[config.mk]
export PLATFORM = sky130hd
export DESIGN_NAME = layer_compositor_flat
export DESIGN_NICKNAME = d
export VERILOG_FILES = /design/src/rtl/compositor_pkg.sv /design/src/rtl/layer_compositor_if.sv /design/src/rtl/layer_compositor_fade_ctrl.sv /design/src/rtl/layer_compositor.sv /design/src/flat_wrapper.sv
export SDC_FILE = /design/constraint.sdc
export NUM_CORES = 1
export LEC_CHECK = 0
export CAP_MARGIN = 20
export CELL_PAD_IN_SITES_DETAIL_PLACEMENT = 1
export CELL_PAD_IN_SITES_GLOBAL_PLACEMENT = 2
export CORE_MARGIN = 8
export CORE_UTILIZATION = 33
export DETAILED_ROUTE_END_ITERATION = 6
export PLACE_DENSITY_LB_ADDON = 0.12
export SLEW_MARGIN = 25
export SYNTH_ARGS = -nofsm -noshare
export SYNTH_HDL_FRONTEND = slang
export SYNTH_SLANG_ARGS = --single-unit
[constraint.sdc]
create_clock -name pclk -period 7.85 [get_ports pclk]
set_input_delay 1.9625 -clock pclk [delete_from_list [all_inputs] [get_ports pclk]]
set_output_delay 1.9625 -clock pclk [all_outputs]
set_load 0.02 [all_outputs]
[src/rtl/compositor_pkg.sv]
// Shared definitions for the layer compositor.
// Contents: colour field widths, bright range, fade FSM state encoding and
// the per-channel brightness scaler used by the output stage.
package compositor_pkg;

    localparam int CH_W     = 4;   // bits per colour channel
    localparam int RGB_W    = 12;  // {r,g,b}
    localparam int CNT_W    = 11;  // timing counter width
    localparam int BRIGHT_W = 5;   // bright holds 0..16

    localparam logic [BRIGHT_W-1:0] BRIGHT_MAX = 5'd16;

    typedef enum logic [1:0] {
        IDLE     = 2'd0,
        FADE_OUT = 2'd1,
        BLACK    = 2'd2,
        FADE_IN  = 2'd3
    } fade_state_t;

    // (c * bright) >> 4 on a 9-bit product; bright=16 returns c unchanged.
    function automatic logic [CH_W-1:0] scale_ch(input logic [CH_W-1:0] c,
                                                 input logic [BRIGHT_W-1:0] b);
        logic [8:0] prod;
        prod = {5'd0, c} * {4'd0, b};
        return prod[7:4];
    endfunction

    function automatic logic [RGB_W-1:0] scale_rgb(input logic [RGB_W-1:0] px,
                                                   input logic [BRIGHT_W-1:0] b);
        return {scale_ch(px[11:8], b), scale_ch(px[7:4], b), scale_ch(px[3:0], b)};
    endfunction

endpackage

[src/rtl/layer_compositor_if.sv]
// Video bus for the layer compositor.
// Inputs: timing counters/strobes, background and layer pixels, layer
// opacity mask, fade request. Outputs: 2-cycle delayed timing, composited
// pixel, fade status. The slave modport is the compositor's view.
interface layer_compositor_if #(parameter int N_LAYERS = 4);

    logic [10:0]            hcount_in;
    logic [10:0]            vcount_in;
    logic                   hsync_in;
    logic                   vsync_in;
    logic                   hblnk_in;
    logic                   vblnk_in;
    logic [11:0]            bg_rgb_in;
    logic [12*N_LAYERS-1:0] layer_rgb_in;
    logic [N_LAYERS-1:0]    layer_on_in;
    logic                   fade_req;

    logic [10:0]            hcount_out;
    logic [10:0]            vcount_out;
    logic                   hsync_out;
    logic                   vsync_out;
    logic                   hblnk_out;
    logic                   vblnk_out;
    logic [11:0]            rgb_out;
    logic                   fade_busy;
    logic                   black_pulse;

    modport master (
        output hcount_in, vcount_in, hsync_in, vsync_in, hblnk_in, vblnk_in,
               bg_rgb_in, layer_rgb_in, layer_on_in, fade_req,
        input  hcount_out, vcount_out, hsync_out, vsync_out, hblnk_out,
               vblnk_out, rgb_out, fade_busy, black_pulse
    );

    modport slave (
        input  hcount_in, vcount_in, hsync_in, vsync_in, hblnk_in, vblnk_in,
               bg_rgb_in, layer_rgb_in, layer_on_in, fade_req,
        output hcount_out, vcount_out, hsync_out, vsync_out, hblnk_out,
               vblnk_out, rgb_out, fade_busy, black_pulse
    );

endinterface

[src/rtl/layer_compositor_fade_ctrl.sv]
// fade_ctrl: frame-edge detector, fade FSM, step/hold counters and the
// bright register.
// Ports: pclk, rst (async active-low), vsync_i, fade_req_i in;
//        bright_o (0..16), fade_busy_o, black_pulse_o out.
module fade_ctrl
    import compositor_pkg::*;
#(
    parameter int FRAMES_PER_STEP = 2,
    parameter int HOLD_FRAMES     = 8
) (
    input  logic                pclk,
    input  logic                rst,
    input  logic                vsync_i,
    input  logic                fade_req_i,
    output logic [BRIGHT_W-1:0] bright_o,
    output logic                fade_busy_o,
    output logic                black_pulse_o
);

    localparam logic [3:0] STEP_LAST = 4'(FRAMES_PER_STEP - 1);
    localparam logic [7:0] HOLD_LAST = 8'(HOLD_FRAMES - 1);

    fade_state_t         state_q, state_d;
    logic                vs_q;
    logic [3:0]          step_q, step_d;
    logic [7:0]          hold_q, hold_d;
    logic [BRIGHT_W-1:0] bright_q, bright_d;
    logic                black_q, black_d;
    logic                frame_edge_s;

    assign frame_edge_s = vsync_i & ~vs_q;

    // State, counters, bright and vsync history.
    always_ff @(posedge pclk or negedge rst) begin
        if (!rst) begin
            state_q  <= IDLE;
            vs_q     <= 1'b0;
            step_q   <= 4'd0;
            hold_q   <= 8'd0;
            bright_q <= BRIGHT_MAX;
            black_q  <= 1'b0;
        end else begin
            state_q  <= state_d;
            vs_q     <= vsync_i;
            step_q   <= step_d;
            hold_q   <= hold_d;
            bright_q <= bright_d;
            black_q  <= black_d;
        end
    end

    // Next-state logic; bright only moves on a frame edge. In IDLE a
    // coincident edge is not counted, since counting starts in FADE_OUT.
    always_comb begin
        state_d  = state_q;
        step_d   = step_q;
        hold_d   = hold_q;
        bright_d = bright_q;
        black_d  = 1'b0;
        case (state_q)
            IDLE: begin
                if (fade_req_i) begin
                    state_d = FADE_OUT;
                    step_d  = 4'd0;
                end else begin
                    state_d = IDLE;
                end
            end
            FADE_OUT: begin
                if (frame_edge_s) begin
                    if (step_q == STEP_LAST) begin
                        step_d   = 4'd0;
                        bright_d = bright_q - 5'd1;
                        if (bright_q == 5'd1) begin
                            state_d = BLACK;
                            hold_d  = 8'd0;
                            black_d = 1'b1;
                        end else begin
                            state_d = FADE_OUT;
                        end
                    end else begin
                        step_d = step_q + 4'd1;
                    end
                end else begin
                    state_d = FADE_OUT;
                end
            end
            BLACK: begin
                if (frame_edge_s) begin
                    if (hold_q == HOLD_LAST) begin
                        state_d = FADE_IN;
                        step_d  = 4'd0;
                    end else begin
                        hold_d = hold_q + 8'd1;
                    end
                end else begin
                    state_d = BLACK;
                end
            end
            FADE_IN: begin
                if (frame_edge_s) begin
                    if (step_q == STEP_LAST) begin
                        step_d   = 4'd0;
                        bright_d = bright_q + 5'd1;
                        if (bright_q == 5'd15) begin
                            state_d = IDLE;
                        end else begin
                            state_d = FADE_IN;
                        end
                    end else begin
                        step_d = step_q + 4'd1;
                    end
                end else begin
                    state_d = FADE_IN;
                end
            end
            default: begin
                state_d  = IDLE;
                bright_d = BRIGHT_MAX;
            end
        endcase
    end

    assign bright_o      = bright_q;
    assign fade_busy_o   = (state_q != IDLE);
    assign black_pulse_o = black_q;

endmodule

[src/rtl/layer_compositor.sv]
// layer_compositor: two-stage sprite compositor with frame-synchronous fade.
// Stage 1 picks the lowest-index opaque layer (else background); stage 2
// scales by bright and blanks. Timing strobes are delayed 2 cycles to match.
// Ports: pclk, rst (async active-low), bus (layer_compositor_if.slave).
module layer_compositor
    import compositor_pkg::*;
#(
    parameter int N_LAYERS        = 4,
    parameter int FRAMES_PER_STEP = 2,
    parameter int HOLD_FRAMES     = 8
) (
    input  logic               pclk,
    input  logic               rst,
    layer_compositor_if.slave  bus
);

    logic [BRIGHT_W-1:0] bright_s;
    logic [RGB_W-1:0]    sel_s;
    logic [RGB_W-1:0]    rgb_d;

    logic [RGB_W-1:0]    pix1_q;
    logic [CNT_W-1:0]    h1_q, v1_q, h2_q, v2_q;
    logic                hs1_q, vs1_q, hb1_q, vb1_q;
    logic                hs2_q, vs2_q, hb2_q, vb2_q;
    logic [RGB_W-1:0]    rgb_q;

    fade_ctrl #(
        .FRAMES_PER_STEP (FRAMES_PER_STEP),
        .HOLD_FRAMES     (HOLD_FRAMES)
    ) u_fade (
        .pclk          (pclk),
        .rst           (rst),
        .vsync_i       (bus.vsync_in),
        .fade_req_i    (bus.fade_req),
        .bright_o      (bright_s),
        .fade_busy_o   (bus.fade_busy),
        .black_pulse_o (bus.black_pulse)
    );

    // Priority mux: scan high to low so the lowest opaque index wins.
    always_comb begin
        sel_s = bus.bg_rgb_in;
        for (int k = N_LAYERS - 1; k >= 0; k--) begin
            if (bus.layer_on_in[k]) begin
                sel_s = bus.layer_rgb_in[12*k +: 12];
            end else begin
                sel_s = sel_s;
            end
        end
    end

    // Brightness scaling with forced black while the stage-1 blank is high.
    always_comb begin
        if (hb1_q || vb1_q) begin
            rgb_d = 12'h000;
        end else begin
            rgb_d = scale_rgb(pix1_q, bright_s);
        end
    end

    // Two-stage pixel and timing pipeline.
    always_ff @(posedge pclk or negedge rst) begin
        if (!rst) begin
            pix1_q <= 12'h000;
            h1_q   <= 11'd0;
            v1_q   <= 11'd0;
            hs1_q  <= 1'b0;
            vs1_q  <= 1'b0;
            hb1_q  <= 1'b0;
            vb1_q  <= 1'b0;
            h2_q   <= 11'd0;
            v2_q   <= 11'd0;
            hs2_q  <= 1'b0;
            vs2_q  <= 1'b0;
            hb2_q  <= 1'b0;
            vb2_q  <= 1'b0;
            rgb_q  <= 12'h000;
        end else begin
            pix1_q <= sel_s;
            h1_q   <= bus.hcount_in;
            v1_q   <= bus.vcount_in;
            hs1_q  <= bus.hsync_in;
            vs1_q  <= bus.vsync_in;
            hb1_q  <= bus.hblnk_in;
            vb1_q  <= bus.vblnk_in;
            h2_q   <= h1_q;
            v2_q   <= v1_q;
            hs2_q  <= hs1_q;
            vs2_q  <= vs1_q;
            hb2_q  <= hb1_q;
            vb2_q  <= vb1_q;
            rgb_q  <= rgb_d;
        end
    end

    assign bus.hcount_out = h2_q;
    assign bus.vcount_out = v2_q;
    assign bus.hsync_out  = hs2_q;
    assign bus.vsync_out  = vs2_q;
    assign bus.hblnk_out  = hb2_q;
    assign bus.vblnk_out  = vb2_q;
    assign bus.rgb_out    = rgb_q;

endmodule

[src/flat_wrapper.sv]
// flat-port wrapper written by rule: the top's interface ports become plain ports
module layer_compositor_flat import compositor_pkg::*;
#(
    parameter int N_LAYERS        = 4,
    parameter int FRAMES_PER_STEP = 2,
    parameter int HOLD_FRAMES     = 8
)
  (pclk, rst, bus_hcount_in, bus_vcount_in, bus_hsync_in, bus_vsync_in, bus_hblnk_in, bus_vblnk_in, bus_bg_rgb_in, bus_layer_rgb_in, bus_layer_on_in, bus_fade_req, bus_hcount_out, bus_vcount_out, bus_hsync_out, bus_vsync_out, bus_hblnk_out, bus_vblnk_out, bus_rgb_out, bus_fade_busy, bus_black_pulse);
  layer_compositor_if #(.N_LAYERS(N_LAYERS)) bus_i ();
  input  logic pclk;
  input  logic rst;
  input wire logic [$bits(bus_i.hcount_in)-1:0] bus_hcount_in;
  input wire logic [$bits(bus_i.vcount_in)-1:0] bus_vcount_in;
  input wire logic [$bits(bus_i.hsync_in)-1:0] bus_hsync_in;
  input wire logic [$bits(bus_i.vsync_in)-1:0] bus_vsync_in;
  input wire logic [$bits(bus_i.hblnk_in)-1:0] bus_hblnk_in;
  input wire logic [$bits(bus_i.vblnk_in)-1:0] bus_vblnk_in;
  input wire logic [$bits(bus_i.bg_rgb_in)-1:0] bus_bg_rgb_in;
  input wire logic [$bits(bus_i.layer_rgb_in)-1:0] bus_layer_rgb_in;
  input wire logic [$bits(bus_i.layer_on_in)-1:0] bus_layer_on_in;
  input wire logic [$bits(bus_i.fade_req)-1:0] bus_fade_req;
  output wire logic [$bits(bus_i.hcount_out)-1:0] bus_hcount_out;
  output wire logic [$bits(bus_i.vcount_out)-1:0] bus_vcount_out;
  output wire logic [$bits(bus_i.hsync_out)-1:0] bus_hsync_out;
  output wire logic [$bits(bus_i.vsync_out)-1:0] bus_vsync_out;
  output wire logic [$bits(bus_i.hblnk_out)-1:0] bus_hblnk_out;
  output wire logic [$bits(bus_i.vblnk_out)-1:0] bus_vblnk_out;
  output wire logic [$bits(bus_i.rgb_out)-1:0] bus_rgb_out;
  output wire logic [$bits(bus_i.fade_busy)-1:0] bus_fade_busy;
  output wire logic [$bits(bus_i.black_pulse)-1:0] bus_black_pulse;
  assign bus_i.hcount_in = bus_hcount_in;
  assign bus_i.vcount_in = bus_vcount_in;
  assign bus_i.hsync_in = bus_hsync_in;
  assign bus_i.vsync_in = bus_vsync_in;
  assign bus_i.hblnk_in = bus_hblnk_in;
  assign bus_i.vblnk_in = bus_vblnk_in;
  assign bus_i.bg_rgb_in = bus_bg_rgb_in;
  assign bus_i.layer_rgb_in = bus_layer_rgb_in;
  assign bus_i.layer_on_in = bus_layer_on_in;
  assign bus_i.fade_req = bus_fade_req;
  assign bus_hcount_out = bus_i.hcount_out;
  assign bus_vcount_out = bus_i.vcount_out;
  assign bus_hsync_out = bus_i.hsync_out;
  assign bus_vsync_out = bus_i.vsync_out;
  assign bus_hblnk_out = bus_i.hblnk_out;
  assign bus_vblnk_out = bus_i.vblnk_out;
  assign bus_rgb_out = bus_i.rgb_out;
  assign bus_fade_busy = bus_i.fade_busy;
  assign bus_black_pulse = bus_i.black_pulse;
  layer_compositor #(.N_LAYERS(N_LAYERS), .FRAMES_PER_STEP(FRAMES_PER_STEP), .HOLD_FRAMES(HOLD_FRAMES)) u_core (.pclk(pclk), .rst(rst), .bus(bus_i));
endmodule
==> results of run 1 <==
==> cell type report <==
type	count	area, sq um
Tap cell	184	230
Clock buffer	9	225
Inverter	24	95.1
Clock inverter	7	73.8
Multi-Input combinational cell	315	2400
Timing Repair Buffer	133	1330
Sequential cell	96	2400
Fill cell	1609	7840
==> critical path, delay by kind of cell, from the launching register on <==
kind	cells	cell delay, ns
simple gates	1	0.33
buf+inv	1	0.55
flops	1	0.48
==> per-layer routing <==
layer,routed length [um],part of all wire,up-vias
li1,-,-,1803
met1,5270,0.41,1891
met2,6350,0.50,91
met3,1030,0.081,10
met4,83,0.0065,0
met5,0,0,-
==> metrics by stage <==
step           utilization  hold WS [ns]  total power [mW]  instance area [sq um]  cells
3_3_place_gp         0.442         0.332              1.26                   6450    752
4_1_cts              0.463         0.346              1.74                   6750    768
5_1_grt              0.463         0.350              1.84                   6750    768
6_report             0.463         0.347              1.71                   6750    768
3_5_place_dp         0.442         0.336              1.30                   6450    752
2_1_floorplan            -         0.331              1.06                   4950    450
==> worst max path at each step <==
| stage | from | to | slack, ns | cells after the start |
|---|---|---|---|---|
| finish | u_core.u_fade.state_q[1]$_DFFE_PN0P_ | bus_fade_busy | 4.19 | 2 |
| global route | u_core.u_fade.state_q[1]$_DFFE_PN0P_ | bus_fade_busy | 4.11 | 2 |
| CTS | u_core.u_fade.state_q[1]$_DFFE_PN0P_ | bus_fade_busy | 4.16 | 2 |
| detailed placement | bus_vsync_in | u_core.u_fade.hold_q[4]$_DFFE_PN0P_ | 4.06 | 6 |
| global placement | bus_vsync_in | u_core.u_fade.hold_q[2]$_DFFE_PN0P_ | 3.78 | 5 |
| floorplan | bus_vsync_in | u_core.u_fade.hold_q[3]$_DFFE_PN0P_ | 4.73 | 5 |
==> sequential cells by signal, summed over array words and instances, names as in the netlist <==
register,cells
u_core.vs1_q,1
u_core.pix1_q,12
u_core.bus.vblnk_out,1
u_core.bus.hcount_out,11
u_core.bus.rgb_out,12
u_core.bus.hblnk_out,1
u_core.h1_q,11
u_core.u_fade.hold_q,8
u_core.v1_q,11
u_core.hb1_q,1
u_core.u_fade.step_q,4
u_core.u_fade.black_pulse_o,1
u_core.bus.vcount_out,11
u_core.vb1_q,1
u_core.bus.hsync_out,1
u_core.hs1_q,1
u_core.u_fade.bright_o,5
u_core.bus.vsync_out,1
u_core.u_fade.state_q,2
==> where the power goes <==
group          internal, mW  switching (mW)
Combinational         0.302           0.321
Clock                 0.226           0.211
Sequential            0.557          0.0922
==> logic make-up (layout without fill, tap and decap cells) <==
family                   Yosys count  count (layout)  share of synthesized area
adder cells (fa/ha/maj)           49              49                      0.147
buffers and inverters             39             173                     0.0316
AND/OR/NAND/NOR                  146             146                      0.151
XOR/XNOR                          18              18                     0.0318
AO/OA/AOI/OAI                     75              75                     0.0986
flip-flops                        96              96                      0.485
multiplexers                      27              27                     0.0548
==> cell usage in the layout (no fill, tap or decap), drive strengths merged, types with 2 or more instances in the layout <==
cell type      Yosys  final
clkdlybuf4s50      0    131
dfrtp             95     95
nand2             57     57
ha                34     34
and2              33     33
o21ai             31     31
inv               23     28
mux2i             26     26
xnor2             16     16
nor2              15     15
fa                15     15
clkbuf            10      9
nand3              8      8
a21oi              7      7
o22ai              7      7
nand4              6      6
nor3               6      6
a22o               6      6
and3               4      4
or2                4      4
o21bai             4      4
nand2b             4      4
a211oi             4      4
o2111ai            3      3
o211ai             3      3
a2111o             3      3
o2bb2ai            3      3
clkinv             1      3
nor2b              2      2
xor2               2      2
buf                5      2
==> run_results.csv, run 1 <==
group,metric,value,unit
status,status,"completed",
clock_tree,post_cts_buffers,0,
die,num_rows,44,
logic_synthesis,syn_area,4950,sq um
grt,globalRouteMet2Util,0.233,
worst_setup_path,r2r-start,"u_core.u_fade.bright_o[1]$_DFFE_PN0P_",
grt,grt_pass1_vias,4233,
sta,fin_worst_skew,0.00854,ns
logic_synthesis,ys_types,44,
worst_setup_path,cp_slowest_stage_delay,0.55,ns
clock_tree,root_buffer,"clkbuf_16",
sta,slew_headroom,0.427,
place,dp_slack,4.06,ns
grt,use_met3,0.0551,
sta,period_share,0.467,
clock_tree,clk_latency,0.35,ns
sta,finalSetupViolations,0,
place,routabilityCongestion,0.739,
die,die_w,138,um
grt,met1_usage,0.154,
worst_setup_path,path_cells,"or2_2 -> clkdlybuf4s50_1",
hold_path,hold_path_class,"reg2reg",
hold_path,worstHoldStart,"u_core.v1_q[3]$_DFF_PN0_",
clock_tree,hold_buffers,0,
grt,grt_start_max_net_pins,67,
sta,report.final.slew_viol_count,0,
hold_path,holdPathStages,0,
clock_tree,numCtsBuffers,9,
clock_tree,clock_path_buffers,2,
sta,tightestPinTransition,0.859,ns
logic_synthesis,ys_top_cells_by_count,"95 x dfrtp_1, 57 x nand2_1, 34 x ha_1",
power_and_ir_drop,p_per_area,253,nW/um^2
power_and_ir_drop,ir_drop,122,uV
sta,timing.final.ws_setup,4.19,ns
flow_run,drv_cap,0,
grt,antenna_found_initial,0,
logic_synthesis,synth.avg_cell_area,11.0,sq um
finish,layout-drive-gt1-share,0.0514,
logic_synthesis,ys.flop_type,"dfrtp_1",
worst_setup_path,crit_type,"reg2out",
grt,grt-busiest-layer,"met2",
worst_setup_path,crit_required,5.89,ns
sta,rsz0062_at_grt,"false",
routing,drtPass1Iterations,4,
routing,postRouteAntennaNets,0,
worst_setup_path,cp_max_fo,10,
routing,vias,3795,
die,initial_core_util,0.339,
finish,nets,721,
logic_synthesis,synth_most_common_cell,"dfrtp_1",
clock_tree,clock_sinks,96,
worst_setup_path,end_kind,"output pin",
worst_setup_path,slowest_stage,"clkdlybuf4s50_1",
routing,drtIter0Drc,110,
routing,totalWireLength,12700,um
sta,hold_violations,0,
finish,diodes,0,
finish,areaGrowthSynthToFinish,36.3,%
grt,grt_pass1_wl,21400,um
sta,fmax,273,MHz
grt,gr-total-overflow,0,
logic_synthesis,synth.ff_latch_count,96,
logic_synthesis,synth_edf_count,0,
logic_synthesis,synth.area.top_cells,"dfrtp_1 48%, ha_1 8.6%, fa_1 6.1%",
logic_synthesis,yosysSeqAreaShare,0.485,
routing,wl_per_cell,16.6,um
sta,finalCriticalPeriod,3.66,ns
place,dp_hpwl,10000,um
clock_tree,clk_pin_slew,0.08,ns
die,die-area,19200,sq um
die,design.core.area,14600,sq um
logic_synthesis,synth.net_count,592,
place,io_buffers,132,
routing,drc_errors,0,
logic_synthesis,synth_top_cell_by_area,"dfrtp_1",
clock_tree,htree_levels,3,
sta,setup-tns-final,0,ns
logic_synthesis,synth_cells,450,
clock_tree,cts.repair.resized,0,
hold_path,hold_path_end,"u_core.bus.vcount_out[3]$_DFF_PN0_",
die,dieHeight,138,um
worst_setup_path,reg2reg_slack,4.44,ns
die,ios,133,
routing,viasPerCell,4.94,
worst_setup_path,start_kind,"register",
worst_setup_path,timing.rr.end,"u_core.bus.rgb_out[11]$_DFF_PN0_",
logic_synthesis,yosysTopAreaCellShare,0.480,
logic_synthesis,ys_warn_count,0,
worst_setup_path,reg2reg_depth,10,
worst_setup_path,arrival,1.70,ns
grt,grt.total_usage,0.135,
power_and_ir_drop,p_leak,3.00,nW
clock_tree,cts_tree,"yes",
logic_synthesis,synthArstFlopShare,1.00,
No activity file was read; power rests on OpenSTA's default activity.
==> run 2, diff against run 1 <==
--- a/config.mk
+++ b/config.mk
@@ -9,7 +9,7 @@
 export CELL_PAD_IN_SITES_DETAIL_PLACEMENT = 1
 export CELL_PAD_IN_SITES_GLOBAL_PLACEMENT = 2
 export CORE_MARGIN = 8
-export CORE_UTILIZATION = 33
+export CORE_UTILIZATION = 31
 export DETAILED_ROUTE_END_ITERATION = 6
 export PLACE_DENSITY_LB_ADDON = 0.12
 export SLEW_MARGIN = 25
==> constraint.sdc (replaced) <==
create_clock -name pclk -period 3.6 [get_ports pclk]
set_input_delay 0.9 -clock pclk [delete_from_list [all_inputs] [get_ports pclk]]
set_output_delay 0.9 -clock pclk [all_outputs]
set_load 0.02 [all_outputs]
==> run_results.csv, run 2 (synthesis gave the netlist of run 1 again) <==
group,metric,value,unit
routing,drt-met1-wl,5290,um
clock_tree,clock_sinks,96,
clock_tree,htree_levels,3,
routing,viasPerCell,4.66,
finish,final_common_cell,"clkdlybuf4s50_1",
worst_setup_path,slowest_stage,"dfrtp_1",
finish,final_cell_mix,"131 x clkdlybuf4s50_1, 95 x dfrtp_1, 57 x nand2_1",
routing,route.met2.wl,6670,um
flow_run,drv_cap,0,
place,dp_slack,0.270,ns
grt,antenna_found_initial,0,
sta,report.final.slew_viol_count,0,
clock_tree,hold_buffers,0,
finish,areaGrowthSynthToFinish,38.4,%
place,routabilityCongestion,0.723,
worst_setup_path,cp_slowest_stage_delay,0.60,ns
routing,wl_per_cell,16.0,um
place,dp_hpwl,10300,um
finish,nets,725,
power_and_ir_drop,p_per_area,558,nW/um^2
sta,hold_violations,0,
grt,grt_start_max_net_pins,54,
grt,gr-total-overflow,0,
finish,layout-drive-gt1-share,0.0561,
worst_setup_path,path_buf_inv,2,
die,die-area,20300,sq um
worst_setup_path,cp_max_fo,18,
sta,tightestPinTransition,0.704,ns
grt,grt_pass1_vias,4252,
die,initial_core_util,0.314,
worst_setup_path,end_kind,"register",
worst_setup_path,start_kind,"register",
worst_setup_path,path_cells,"and2_1 -> fa_1 -> inv_1 -> fa_1 -> inv_1 -> ha_1 -> nand3_1 -> o2111ai_1 -> a2111o_1 -> o21ai_0",
clock_tree,clock_path_buffers,2,
sta,timing.final.ws_setup,0.294,ns
routing,totalWireLength,12800,um
routing,postRouteAntennaNets,0,
routing,drtIter0Drc,79,
worst_setup_path,cp_top_family,"adder cells",
clock_tree,cts_tree,"yes",
die,num_rows,46,
place,io_buffers,132,
routing,vias,3750,
routing,top_layer,"met4",
routing,drtPass1Iterations,4,
sta,finalCriticalPeriod,3.31,ns
routing,drc_errors,0,
place,dpl_cell_area,6530,sq um
clock_tree,clk_latency,0.35,ns
sta,fmax,302,MHz
sta,period_share,0.918,
sta,setup-tns-final,0,ns
grt,grt.total_usage,0.133,
die,design.core.area,15800,sq um
power_and_ir_drop,ir_drop,290,uV
sta,finalSetupViolations,0,
status,status,"completed",
clock_tree,post_cts_buffers,0,
clock_tree,numCtsBuffers,9,
sta,slew_headroom,0.529,
routing,met3_length,719,um
clock_tree,cts.repair.resized,0,
clock_tree,clk_pin_slew,0.08,ns
finish,fin_area,6850,sq um
power_and_ir_drop,p_leak,3.03,nW
worst_setup_path,arrival,3.58,ns
sta,fin_worst_skew,0.0108,ns
die,die_w,142,um
clock_tree,root_buffer,"clkbuf_16",
worst_setup_path,crit_type,"reg2reg",
hold_path,hold_path_class,"reg2reg",
power_and_ir_drop,p_total,3.82,mW
finish,fillCellCount,1717,
die,dieHeight,142,um
sta,rsz0062_at_grt,"false",
worst_setup_path,crit_required,3.87,ns
sta,whs,0.343,ns
finish,diodes,0,
die,ios,133,
grt,grt_pass1_wl,21400,um
==> run 2: cell count changes in the layout (fill, tap and decap cells not counted) <==
cell	change
a211oi_2	-1
inv_8	+1
a211oi_1	+1
buf_12	+1
buf_4	+3
clkinvlp_4	+1
bufinv_16	+1
clkinv_4	-1
inv_6	-2
==> run 2: layer usage <==
| layer | vias up | track usage |
|---|---|---|
| li1 | 1809 | - |
| met1 | 1848 | 0.151 |
| met2 | 82 | 0.237 |
| met3 | 11 | 0.0396 |
| met4 | 0 | 0.0397 |
| met5 | - | 0 |
==> run 2: final timing paths <==
kind	startpoint	end	slack, ns	cells after the start
worst max-delay path	u_core.u_fade.bright_o[2]$_DFFE_PN0P_	u_core.bus.rgb_out[11]$_DFF_PN0_	0.29	10
worst min-delay path	u_core.h1_q[4]$_DFF_PN0_	u_core.bus.hcount_out[4]$_DFF_PN0_	0.34	0
worst max register to register	u_core.u_fade.bright_o[2]$_DFFE_PN0P_	u_core.bus.rgb_out[11]$_DFF_PN0_	0.29	10
worst min register to register	u_core.h1_q[4]$_DFF_PN0_	u_core.bus.hcount_out[4]$_DFF_PN0_	0.34	0
max in group asynchronous	rst	u_core.u_fade.bright_o[4]$_DFFE_PN1P_	2.31	2
min in group asynchronous	rst	u_core.bus.vcount_out[10]$_DFF_PN0_	0.53	1
==> run 2: cell type report <==
cell class	count	area, sq um	share of cell area
sequential	96	2400	0.351
inverter	24	95.1	0.0139
multi-input combinational	315	2390	0.349
clock buffer	9	225	0.0329
tap	216	270	0.0395
timing repair buffer	137	1370	0.200
clock inverter	7	96.3	0.0141
==> run 2: metrics by stage <==
| step | instances | util |
|---|---|---|
| floorplan | 450 | - |
| global placement | 788 | 0.414 |
| detailed placement | 788 | 0.414 |
| CTS | 804 | 0.434 |
| global route | 804 | 0.434 |
| finish | 804 | 0.434 |
==> run 2: report_power, final <==
part,switching [mW],internal [mW],total (mW)
logic,0.729,0.682,1.41
registers,0.173,1.21,1.39
clock network,0.461,0.562,1.02
total,1.36,2.46,3.82
